$ cat src/rtl/router_pkg.sv
// Shared router constants, the address type and a ceiling-log2 helper.
// Latency: n/a; backpressure: n/a.
package router_pkg;

    localparam int ROUTER_PORTS   = 3;
    localparam int ROUTER_ADDR_W  = 2;
    localparam int ROUTER_TIMEOUT = 30;

    typedef logic [ROUTER_ADDR_W-1:0] addr_t;

    function automatic int clog2(input int value);
        int result;
        result = 0;
        while ((1 << result) < value) result++;
        return result;
    endfunction

endpackage

$ cat src/rtl/sync_port_timer.sv
// Per-port read-timeout counter: soft_rst pulses after TIMEOUT unread-valid cycles.
// Latency: pulse on the edge ending the TIMEOUT-th such cycle; backpressure: any read clears the count.
module sync_port_timer #(
    parameter int TIMEOUT = 30,
    parameter int CNT_W   = 5,
    parameter int DROP_W  = 8
) (
    input  logic              clk,
    input  logic              rst,
    input  logic              vld,
    input  logic              re,
    input  logic              timeout_en,
    output logic              soft_rst,
    output logic [DROP_W-1:0] drop_cnt
);

    localparam logic [CNT_W-1:0] LAST = CNT_W'(TIMEOUT - 1);

    logic [CNT_W-1:0] cnt;

    always_ff @(posedge clk) begin
        if (rst) begin
            cnt      <= '0;
            soft_rst <= 1'b0;
            drop_cnt <= '0;
        end else if (!vld || re || !timeout_en) begin
            cnt      <= '0;
            soft_rst <= 1'b0;
        end else if (cnt == LAST) begin
            cnt      <= '0;
            soft_rst <= 1'b1;
            // Saturate rather than wrap so a stuck port stays visibly at max.
            if (drop_cnt != {DROP_W{1'b1}}) drop_cnt <= drop_cnt + DROP_W'(1);
        end else begin
            cnt      <= cnt + CNT_W'(1);
            soft_rst <= 1'b0;
        end
    end

endmodule

$ cat src/rtl/router_sync_mp.sv
// Multi-port router synchronizer: header address latch, write-enable/full decode, per-port timeouts.
// Latency: address takes effect 1 cycle after detect_addr; backpressure: fifo_full stalls the FSM, forced on bad address.
module router_sync_mp
    import router_pkg::*;
#(
    parameter int NUM_PORTS = ROUTER_PORTS,
    parameter int ADDR_W    = ROUTER_ADDR_W,
    parameter int TIMEOUT   = ROUTER_TIMEOUT,
    parameter int CNT_W     = clog2(ROUTER_TIMEOUT + 1),
    parameter int DROP_W    = 8
) (
    input  logic                        clk,
    input  logic                        rst,
    input  logic                        detect_addr,
    input  logic [ADDR_W-1:0]           din,
    input  logic                        write_enb_reg,
    input  logic [NUM_PORTS-1:0]        re,
    input  logic [NUM_PORTS-1:0]        empty,
    input  logic [NUM_PORTS-1:0]        full,
    input  logic                        timeout_en,
    output logic [NUM_PORTS-1:0]        vld_out,
    output logic [NUM_PORTS-1:0]        soft_rst,
    output logic [NUM_PORTS-1:0]        we,
    output logic                        fifo_full,
    output logic                        addr_err,
    output logic [ADDR_W-1:0]           cur_addr,
    output logic [NUM_PORTS*DROP_W-1:0] drop_cnt
);

    logic [NUM_PORTS-1:0] port_sel;

    always_ff @(posedge clk) begin
        if (rst) begin
            cur_addr <= '0;
            addr_err <= 1'b0;
        end else if (detect_addr) begin
            cur_addr <= din;
            addr_err <= (32'(din) >= NUM_PORTS);
        end
    end

    // An out-of-range address shifts the select bit off the end, leaving it all-zero.
    always_comb begin
        port_sel  = NUM_PORTS'(1) << cur_addr;
        we        = '0;
        fifo_full = addr_err | (|(full & port_sel));
        if (write_enb_reg && !addr_err) we = port_sel;
    end

    assign vld_out = ~empty;

    for (genvar i = 0; i < NUM_PORTS; i++) begin : g_port
        sync_port_timer #(
            .TIMEOUT (TIMEOUT),
            .CNT_W   (CNT_W),
            .DROP_W  (DROP_W)
        ) u_timer (
            .clk        (clk),
            .rst        (rst),
            .vld        (vld_out[i]),
            .re         (re[i]),
            .timeout_en (timeout_en),
            .soft_rst   (soft_rst[i]),
            .drop_cnt   (drop_cnt[i*DROP_W +: DROP_W])
        );
    end

endmodule

$ cat config.mk
export PLATFORM = sky130hd
export DESIGN_NAME = router_sync_mp
export DESIGN_NICKNAME = d
export VERILOG_FILES = /design/src/rtl/router_pkg.sv /design/src/rtl/sync_port_timer.sv /design/src/rtl/router_sync_mp.sv
export SDC_FILE = /design/constraint.sdc
export NUM_CORES = 1
export LEC_CHECK = 0
export CORE_AREA = 10 10 103 77
export CTS_BUF_LIST = sky130_fd_sc_hd__clkbuf_8
export CTS_CLUSTER_DIAMETER = 150
export DETAILED_ROUTE_END_ITERATION = 10
export DIE_AREA = 0 0 113 87
export SYNTH_ARGS = -nofsm -noshare
export SYNTH_HDL_FRONTEND = slang
export SYNTH_HIERARCHICAL = 1
export SYNTH_SLANG_ARGS = --single-unit
$ cat constraint.sdc
create_clock -name clk -period 1.8 [get_ports clk]
set_input_delay 0.45 -clock clk [delete_from_list [all_inputs] [get_ports clk]]
set_output_delay 0.45 -clock clk [all_outputs]
set_load 0.03 [all_outputs]
==> run summary, run 1 <==
========================================================================================================
1st-pass router iterations ................................................................            4
Layout Skew ...............................................................................   0.01303 ns
First DRT Iteration DRCs ..................................................................           82
FFs w/ async S/R, synth ...................................................................           0%
Post-synth top area share .................................................................       44.06%
Register-to-Register Setup Slack ..........................................................      0.13 ns
Total Power Consumption ...................................................................     1.931 mW
Kind of launch point of the worst setup path ..............................................    flip-flop
Initial Util ..............................................................................       33.87%
Antenna violations before repair ..........................................................            0
Top Ports .................................................................................           53
Clk Tree Root Cell ........................................................................     clkbuf_8
Instance count after placement with tap cells included ....................................          371
Max Root-Sink Buffers .....................................................................            2
Total wire length after detailed routing ..................................................     5.332 mm
Fin cells .................................................................................          379
Total vias in the final route .............................................................         1892
Cell class contributing the biggest share of worst-path delay ............................. buffers and inverters
Seq/Total Area, Yosys .....................................................................       44.06%
Synth warnings ............................................................................            6
Number of diodes ..........................................................................            0
Wire length of the first global-routing pass ..............................................     8.901 mm
Result of the run ......................................................................... finished, final reports clean
Least-Margin Pin Slew .....................................................................    0.3507 ns
Setup-violating endpoint count in the final report ........................................            0
Reported leakage power ....................................................................     1.317 nW
Source of the worst hold timing path ...................................................... g_port[2].u_timer/cnt[0]
Pwr Density ............................................................................... 661.5 mW/mm²
Beginning of the worst register-to-register path .......................................... g_port[1].u_timer/cnt[0]
Final hold slack ..........................................................................    0.4715 ns
Worst setup path category .................................................................      reg2out
Post-synthesis cell type with the largest combined area ...................................      dfxtp_1
Number of H-tree levels ...................................................................            2
Die outline area .......................................................................... 0.009831 mm²
Post-placement worst setup slack ..........................................................   -0.3029 ns
Clock tree from TritonCTS .................................................................        built
Delay of the slowest critical-path stage ..................................................      0.67 ns
Per-cell via count in the routed design ...................................................        4.992
Routed length on met2 .....................................................................     2.379 mm
Total CTS buffers .........................................................................            5
Site Rows .................................................................................           24
Clock Sink Count ..........................................................................           45
Hold EP ................................................................................... g_port[2].u_timer/cnt[0]
Mean area per synthesized cell ............................................................    9.127 µm²
Buffers on Ports ..........................................................................           52
Worst slew margin relative to its limit ...................................................       76.41%
EDFF count, synth .........................................................................            0
Count of nets after finishing .............................................................          325
Antenna Nets Post-Route ...................................................................            0
Worst setup EP type ....................................................................... primary output
Reg2Reg Capture Point ..................................................................... g_port[1].u_timer/drop_cnt[3]
Overall track demand over capacity in global routing ......................................       10.72%
Worst Path Required .......................................................................      1.35 ns
Final hold violations .....................................................................            0
Count of filler cells inserted in the layout ..............................................          577
Gate count after technology mapping .......................................................          224
Synthesized area .......................................................................... 0.002044 mm²
Synth Net Count ...........................................................................          249
FF+latch count, synth .....................................................................           45
Half-perimeter wire length after detailed placement .......................................     4.081 mm
Prevailing post-synth register cell .......................................................      dfxtp_1
Hold path depth ...........................................................................            1
Vertical extent of the die ................................................................        87 µm
Maximum clock frequency ...................................................................    574.7 MHz
Share of final-layout standard cells stronger than drive strength 1 .......................       14.62%
DRC violation count after routing .........................................................            0
Number of cells traversed by the worst register-to-register path ..........................            6
Detailed-routing wirelength on met1 .......................................................     2.552 mm
Skew-Pair Late Insertion Delay ............................................................      0.29 ns
Maximum fanout along the worst path .......................................................            2
Synth-to-Final Area Change ................................................................       42.78%
Worst setup slack after layout ............................................................   0.05985 ns
Slowest cell on the critical path ......................................................... clkdlybuf4s50_1
Number of buffer and inverter instances along the worst setup path ........................            1
Largest cells by area after synthesis ..................................................... dfxtp_1 (44%), ha_1 (5.5%), nor2_1 (4.2%)
Critical path cell sequence ............................................................... clkdlybuf4s50_1
Final critical-path share of the clock period .............................................       96.67%
Post-layout minimum cycle time ............................................................     1.740 ns
Number of global-route vias before repair .................................................         1831
CP Depth ..................................................................................            1
Final Max Slew Viols ......................................................................            0
Netlist cell types ........................................................................           28
Die span in x .............................................................................       113 µm
Min-delay worst type ......................................................................      reg2reg
Met3 routed WL ............................................................................       328 µm
Post-CTS clock slew at the launch and capture registers of the worst setup and hold paths .      0.07 ns
Weighted congestion reported at the end of routability-driven placement ...................       0.7855
Leftover overflow at the end of global routing ............................................            0
Setup fix buffers added after clock tree synthesis ........................................            0
VDD IR-drop max ...........................................................................  0.0003101 V
Routed WL per cell ........................................................................     14.07 µm
Maximum number of pins on one net before global-route repair ..............................           16
Top layer reached by signal wires .........................................................         met4
Arrival time at the worst endpoint ........................................................      1.29 ns
Unrepaired setup endpoints after global routing ...........................................        false
Number of max-capacitance violations reported .............................................            0
Core region area .......................................................................... 0.006036 mm²
========================================================================================================
-- worst max-delay path by stage --
stage	end	from
3_5_place_dp	g_port[0].u_timer/drop_cnt[3]	timeout_en
5_1_grt	cur_addr[1]	cur_addr[1]
6_report	cur_addr[1]	cur_addr[1]
2_1_floorplan	g_port[0].u_timer/drop_cnt[7]	empty[0]
3_3_place_gp	g_port[1].u_timer/drop_cnt[7]	timeout_en
4_1_cts	drop_cnt[18]	g_port[2].u_timer/drop_cnt[2]
-- sequential cells by signal (all words and copies together), names as in the netlist --
signal	flops
addr_err	1
cur_addr	2
g_port.u_timer/cnt	15
g_port.u_timer/drop_cnt	24
g_port.u_timer/soft_rst	3
-- placed cells by master, fill, tap and decap left out, drive strengths merged, types with 12 or more instances in the layout --
cell type / netlist / layout
dlygate4sd2: 0 / 21
buf: 3 / 30
nor2: 23 / 23
or3: 12 / 12
a21oi: 16 / 16
nand3: 16 / 16
clkdlybuf4s50: 0 / 15
inv: 13 / 14
dfxtp: 45 / 45
-- cell families after synthesis --
kind of cell               synth area share [%]
AOI/OAI and AO/OA                         12.79
xor gates and xnor gates                  5.141
adders and majority gates                 5.508
buffers and inverters                     4.039
DFF                                       44.06
muxes                                     2.938
and+or+nand+nor                           25.52
-- through the flow --
stage | instance area [µm²] | util [%] | setup TNS, ns
6_report | 2919 | 48.36 | 0
5_1_grt | 2919 | 48.36 | 0
4_1_cts | 2880 | 47.72 | 0
3_5_place_dp | 2790 | 46.23 | -6.068
3_3_place_gp | 2790 | 46.23 | -5.594
2_1_floorplan | 2051 | - | 0
-- cell type report --
cell class / count / area (µm²) / share of cell area, %
repair buffers: 75 / 679.4 / 23.27
clock buffers: 6 / 82.58 / 2.829
flip-flops and latches: 45 / 900.9 / 30.86
well taps: 78 / 97.59 / 3.343
multi-input cells: 160 / 1076 / 36.86
clock inverters: 2 / 33.78 / 1.157
inverters: 13 / 48.80 / 1.672
-- what timing repair did --
item / CTS / global route
setup endpoints to repair: 21 / 23
hold buffers: 0 / 0
cloned: 0 / 0
pin swaps: 0 / 1
resized for setup: 21 / 12
-- Yosys cell counts (6+ instances only) --
cell and count:
nand3_1 16, ha_1 9, nor2_1 23, or3_1 12
o21ai_0 9, a21oi_1 16, dfxtp_1 45, or4_1 6
nand2_1 6, mux2i_1 6, inv_1 13, o31ai_1 6
xor2_1 9, nand4_1 9
-- where the power goes --
group	total (mW)	internal, mW	switching (mW)
combinational	0.162	0.0816	0.0803
sequential	1.00	1.00	0.00357
clock	0.766	0.447	0.319
total	1.93	1.53	0.403
-- per-layer routing --
metal,up-vias,track usage [%]
li1,966,-
met1,876,13.43
met2,43,16.44
met3,7,4.063
met4,0,3.793
met5,-,0
-- worst reg2reg max path: stages (launching register included) --
cell and delay, ns:
dfxtp_1 0.39, ha_1 0.19, and4_1 0.23, o211ai_2 0.13, buf_4 0.17, or3_1 0.34, a21oi_1 0.15
No activity file was read; power rests on OpenSTA's default activity.
==> run 2, diff against run 1 <==
- SKIP_CTS_REPAIR_TIMING: unset -> 1
==> run 2 against run 1 <==
Effect of this change:
- clock power about the same
- critical path depth unchanged
- highest routed layer unchanged
- largest cell class unchanged
- wire length increased by 1.8%
- clock-buffer cell count unchanged
- design area increased by 2.7%
- first-iteration DRC count decreased by 9.8%
- worst setup slack got worse by 0.0037 ns
- sequential cell count unchanged
- non-clock buffer count unchanged
- combinational power about the same
==> run summary, run 2 (synthesized netlist as in run 1, its figures left out) <==
========================================================================================================
Synth-to-Final Area Change ................................................................       46.63%
1st-pass router iterations ................................................................            4
Final TNS setup ...........................................................................         0 ns
Result of the run ......................................................................... finished, final reports clean
Number of global-route vias before repair .................................................         1831
Vertical extent of the die ................................................................        87 µm
Number of H-tree levels ...................................................................            2
Count of nets after finishing .............................................................          325
Combinational share of power ..............................................................         8.4%
Commonest non-fill, non-tap cells in the layout ........................................... dfxtp_1 (45), dlymetal6s2s_1 (30), buf_4 (28)
Share of final-layout standard cells stronger than drive strength 1 .......................       14.62%
Launching instance or port of the critical path ...........................................  cur_addr[1]
Post-layout minimum cycle time ............................................................     1.744 ns
Wire length of the first global-routing pass ..............................................     8.901 mm
Final Max Slew Viols ......................................................................            0
Post-placement worst setup slack ..........................................................   -0.3029 ns
Beginning of the worst register-to-register path .......................................... g_port[2].u_timer/cnt[0]
Worst setup slack after layout ............................................................   0.05614 ns
Cell class contributing the biggest share of worst-path delay ............................. buffers and inverters
Number of max-capacitance violations reported .............................................            0
Per-cell via count in the routed design ...................................................        5.024
Number of diodes ..........................................................................            0
Fin cells .................................................................................          379
Final hold violations .....................................................................            0
Register with the highest flop count ...................................................... g_port.u_timer/drop_cnt
Slowest cell on the critical path ......................................................... clkdlybuf4s50_1
Initial Util ..............................................................................       33.87%
Overall track demand over capacity in global routing ......................................       10.72%
Max Root-Sink Buffers .....................................................................            2
Routed WL per cell ........................................................................     14.32 µm
DRC violation count after routing .........................................................            0
Final critical-path share of the clock period .............................................       96.88%
Arrival time at the worst endpoint ........................................................      1.29 ns
Unrepaired setup endpoints after global routing ...........................................        false
Sequential group share of total power .....................................................        51.9%
Layout Skew ...............................................................................   0.01316 ns
Number of flip-flops under the largest register name ......................................           24
Clock Sink Count ..........................................................................           45
Half-perimeter wire length after detailed placement .......................................     4.081 mm
Total CTS buffers .........................................................................            5
Buffers on Ports ..........................................................................           52
Switching part of the total ...............................................................       20.92%
Setup-violating endpoint count in the final report ........................................            0
VDD IR-drop max ...........................................................................  0.0003103 V
Number of buffer and inverter instances along the worst setup path ........................            1
Clk Tree Root Cell ........................................................................     clkbuf_8
Site Rows .................................................................................           24
Total Power Consumption ...................................................................     1.933 mW
Weighted congestion reported at the end of routability-driven placement ...................       0.7855
Delay of the slowest critical-path stage ..................................................      0.68 ns
Maximum clock frequency ...................................................................    573.4 MHz
NetSw .....................................................................................    0.4043 mW
Leading cell type in the layout, fill and taps excluded ...................................      dfxtp_1
Largest registers ......................................................................... g_port.u_timer/drop_cnt x24, g_port.u_timer/cnt x15, g_port.u_timer/soft_rst x3
Reported leakage power ....................................................................     1.609 nW
Clock tree from TritonCTS .................................................................        built
Instance count after placement with tap cells included ....................................          371
Total vias in the final route .............................................................         1904
Antenna Nets Post-Route ...................................................................            0
Total wire length after detailed routing ..................................................     5.427 mm
Die span in x .............................................................................       113 µm
Skew-Pair Late Insertion Delay ............................................................      0.29 ns
Top Ports .................................................................................           53
Maximum fanout along the worst path .......................................................            2
First DRT Iteration DRCs ..................................................................           74
Worst slew margin relative to its limit ...................................................       76.40%
Leftover overflow at the end of global routing ............................................            0
Pwr Density ............................................................................... 644.7 mW/mm²
Post-CTS clock slew at the launch and capture registers of the worst setup and hold paths .      0.07 ns
Die outline area .......................................................................... 0.009831 mm²
Worst Path Required .......................................................................      1.35 ns
Source of the worst hold timing path ...................................................... g_port[2].u_timer/cnt[0]
Cell Int Power ............................................................................     1.529 mW
Final hold slack ..........................................................................    0.4716 ns
Worst setup path category .................................................................      reg2out
Core region area .......................................................................... 0.006036 mm²
Maximum number of pins on one net before global-route repair ..............................           16
Critical path cell sequence ............................................................... clkdlybuf4s50_1
Worst setup EP type ....................................................................... primary output
Min-delay worst type ......................................................................      reg2reg
Part of the total power dissipated in the clock network ...................................        39.7%
Kind of launch point of the worst setup path ..............................................    flip-flop
Antenna violations before repair ..........................................................            0
Least-Margin Pin Slew .....................................................................    0.3507 ns
========================================================================================================
run 2: worst paths after layout:
| kind | to | slack, ns | depth (start not counted) |
|---|---|---|---|
| worst max-delay path | cur_addr[1] | 0.06 | 1 |
| worst min-delay path | g_port[2].u_timer/cnt[0] | 0.47 | 1 |
| worst max register to register | g_port[2].u_timer/drop_cnt[4] | 0.13 | 6 |
| worst min register to register | g_port[2].u_timer/cnt[0] | 0.47 | 1 |
run 2: power groups by stage:
| stage | combinational (mW) | sequential, mW | clock (mW) |
|---|---|---|---|
| floorplan | 0.0601 | 1.04 | 0 |
| global placement | 0.156 | 1.03 | 0 |
| detailed placement | 0.158 | 1.03 | 0 |
| CTS | 0.159 | 1.00 | 0.800 |
| global route | 0.173 | 1.00 | 0.849 |
| finish | 0.162 | 1.00 | 0.767 |
run 2: final cells by class:
| cell class | count | area (µm²) |
|---|---|---|
| fill | 569 | 3038 |
| multi-input combinational | 160 | 1076 |
| sequential | 45 | 900.9 |
| timing repair buffer | 75 | 758.2 |
| tap | 78 | 97.59 |
| clock buffer | 6 | 82.58 |
| inverter | 13 | 48.80 |
| clock inverter | 2 | 33.78 |
run 2: per-layer routing:
layer | global-route usage, % | up-vias | wire [µm]
li1 | - | 965 | -
met1 | 13.43 | 892 | 2596
met2 | 16.44 | 40 | 2444
met3 | 4.063 | 7 | 313
met4 | 3.793 | 0 | 72
met5 | 0 | - | 0
run 2: per-stage QoR:
stage          instance area (µm²)  util [%]
2_1_floorplan                 2051         -
3_3_place_gp                  2790     46.23
3_5_place_dp                  2790     46.23
4_1_cts                       2907     48.16
5_1_grt                       2998     49.67
6_report                      2998     49.67
run 2: worst reg2reg max path, delay by kind of cell, from the launching register on:
kind,cells,cell delay (ns)
compound gates,2,0.27
fa+ha+maj,1,0.19
buf+inv,1,0.18
flops,1,0.38
simple gates,2,0.58
==> run 3, diff against run 2 <==
- SLEW_MARGIN: unset -> 10
==> results of run 3 <==
Final layout, timing and power as in run 2 (identical DEF).
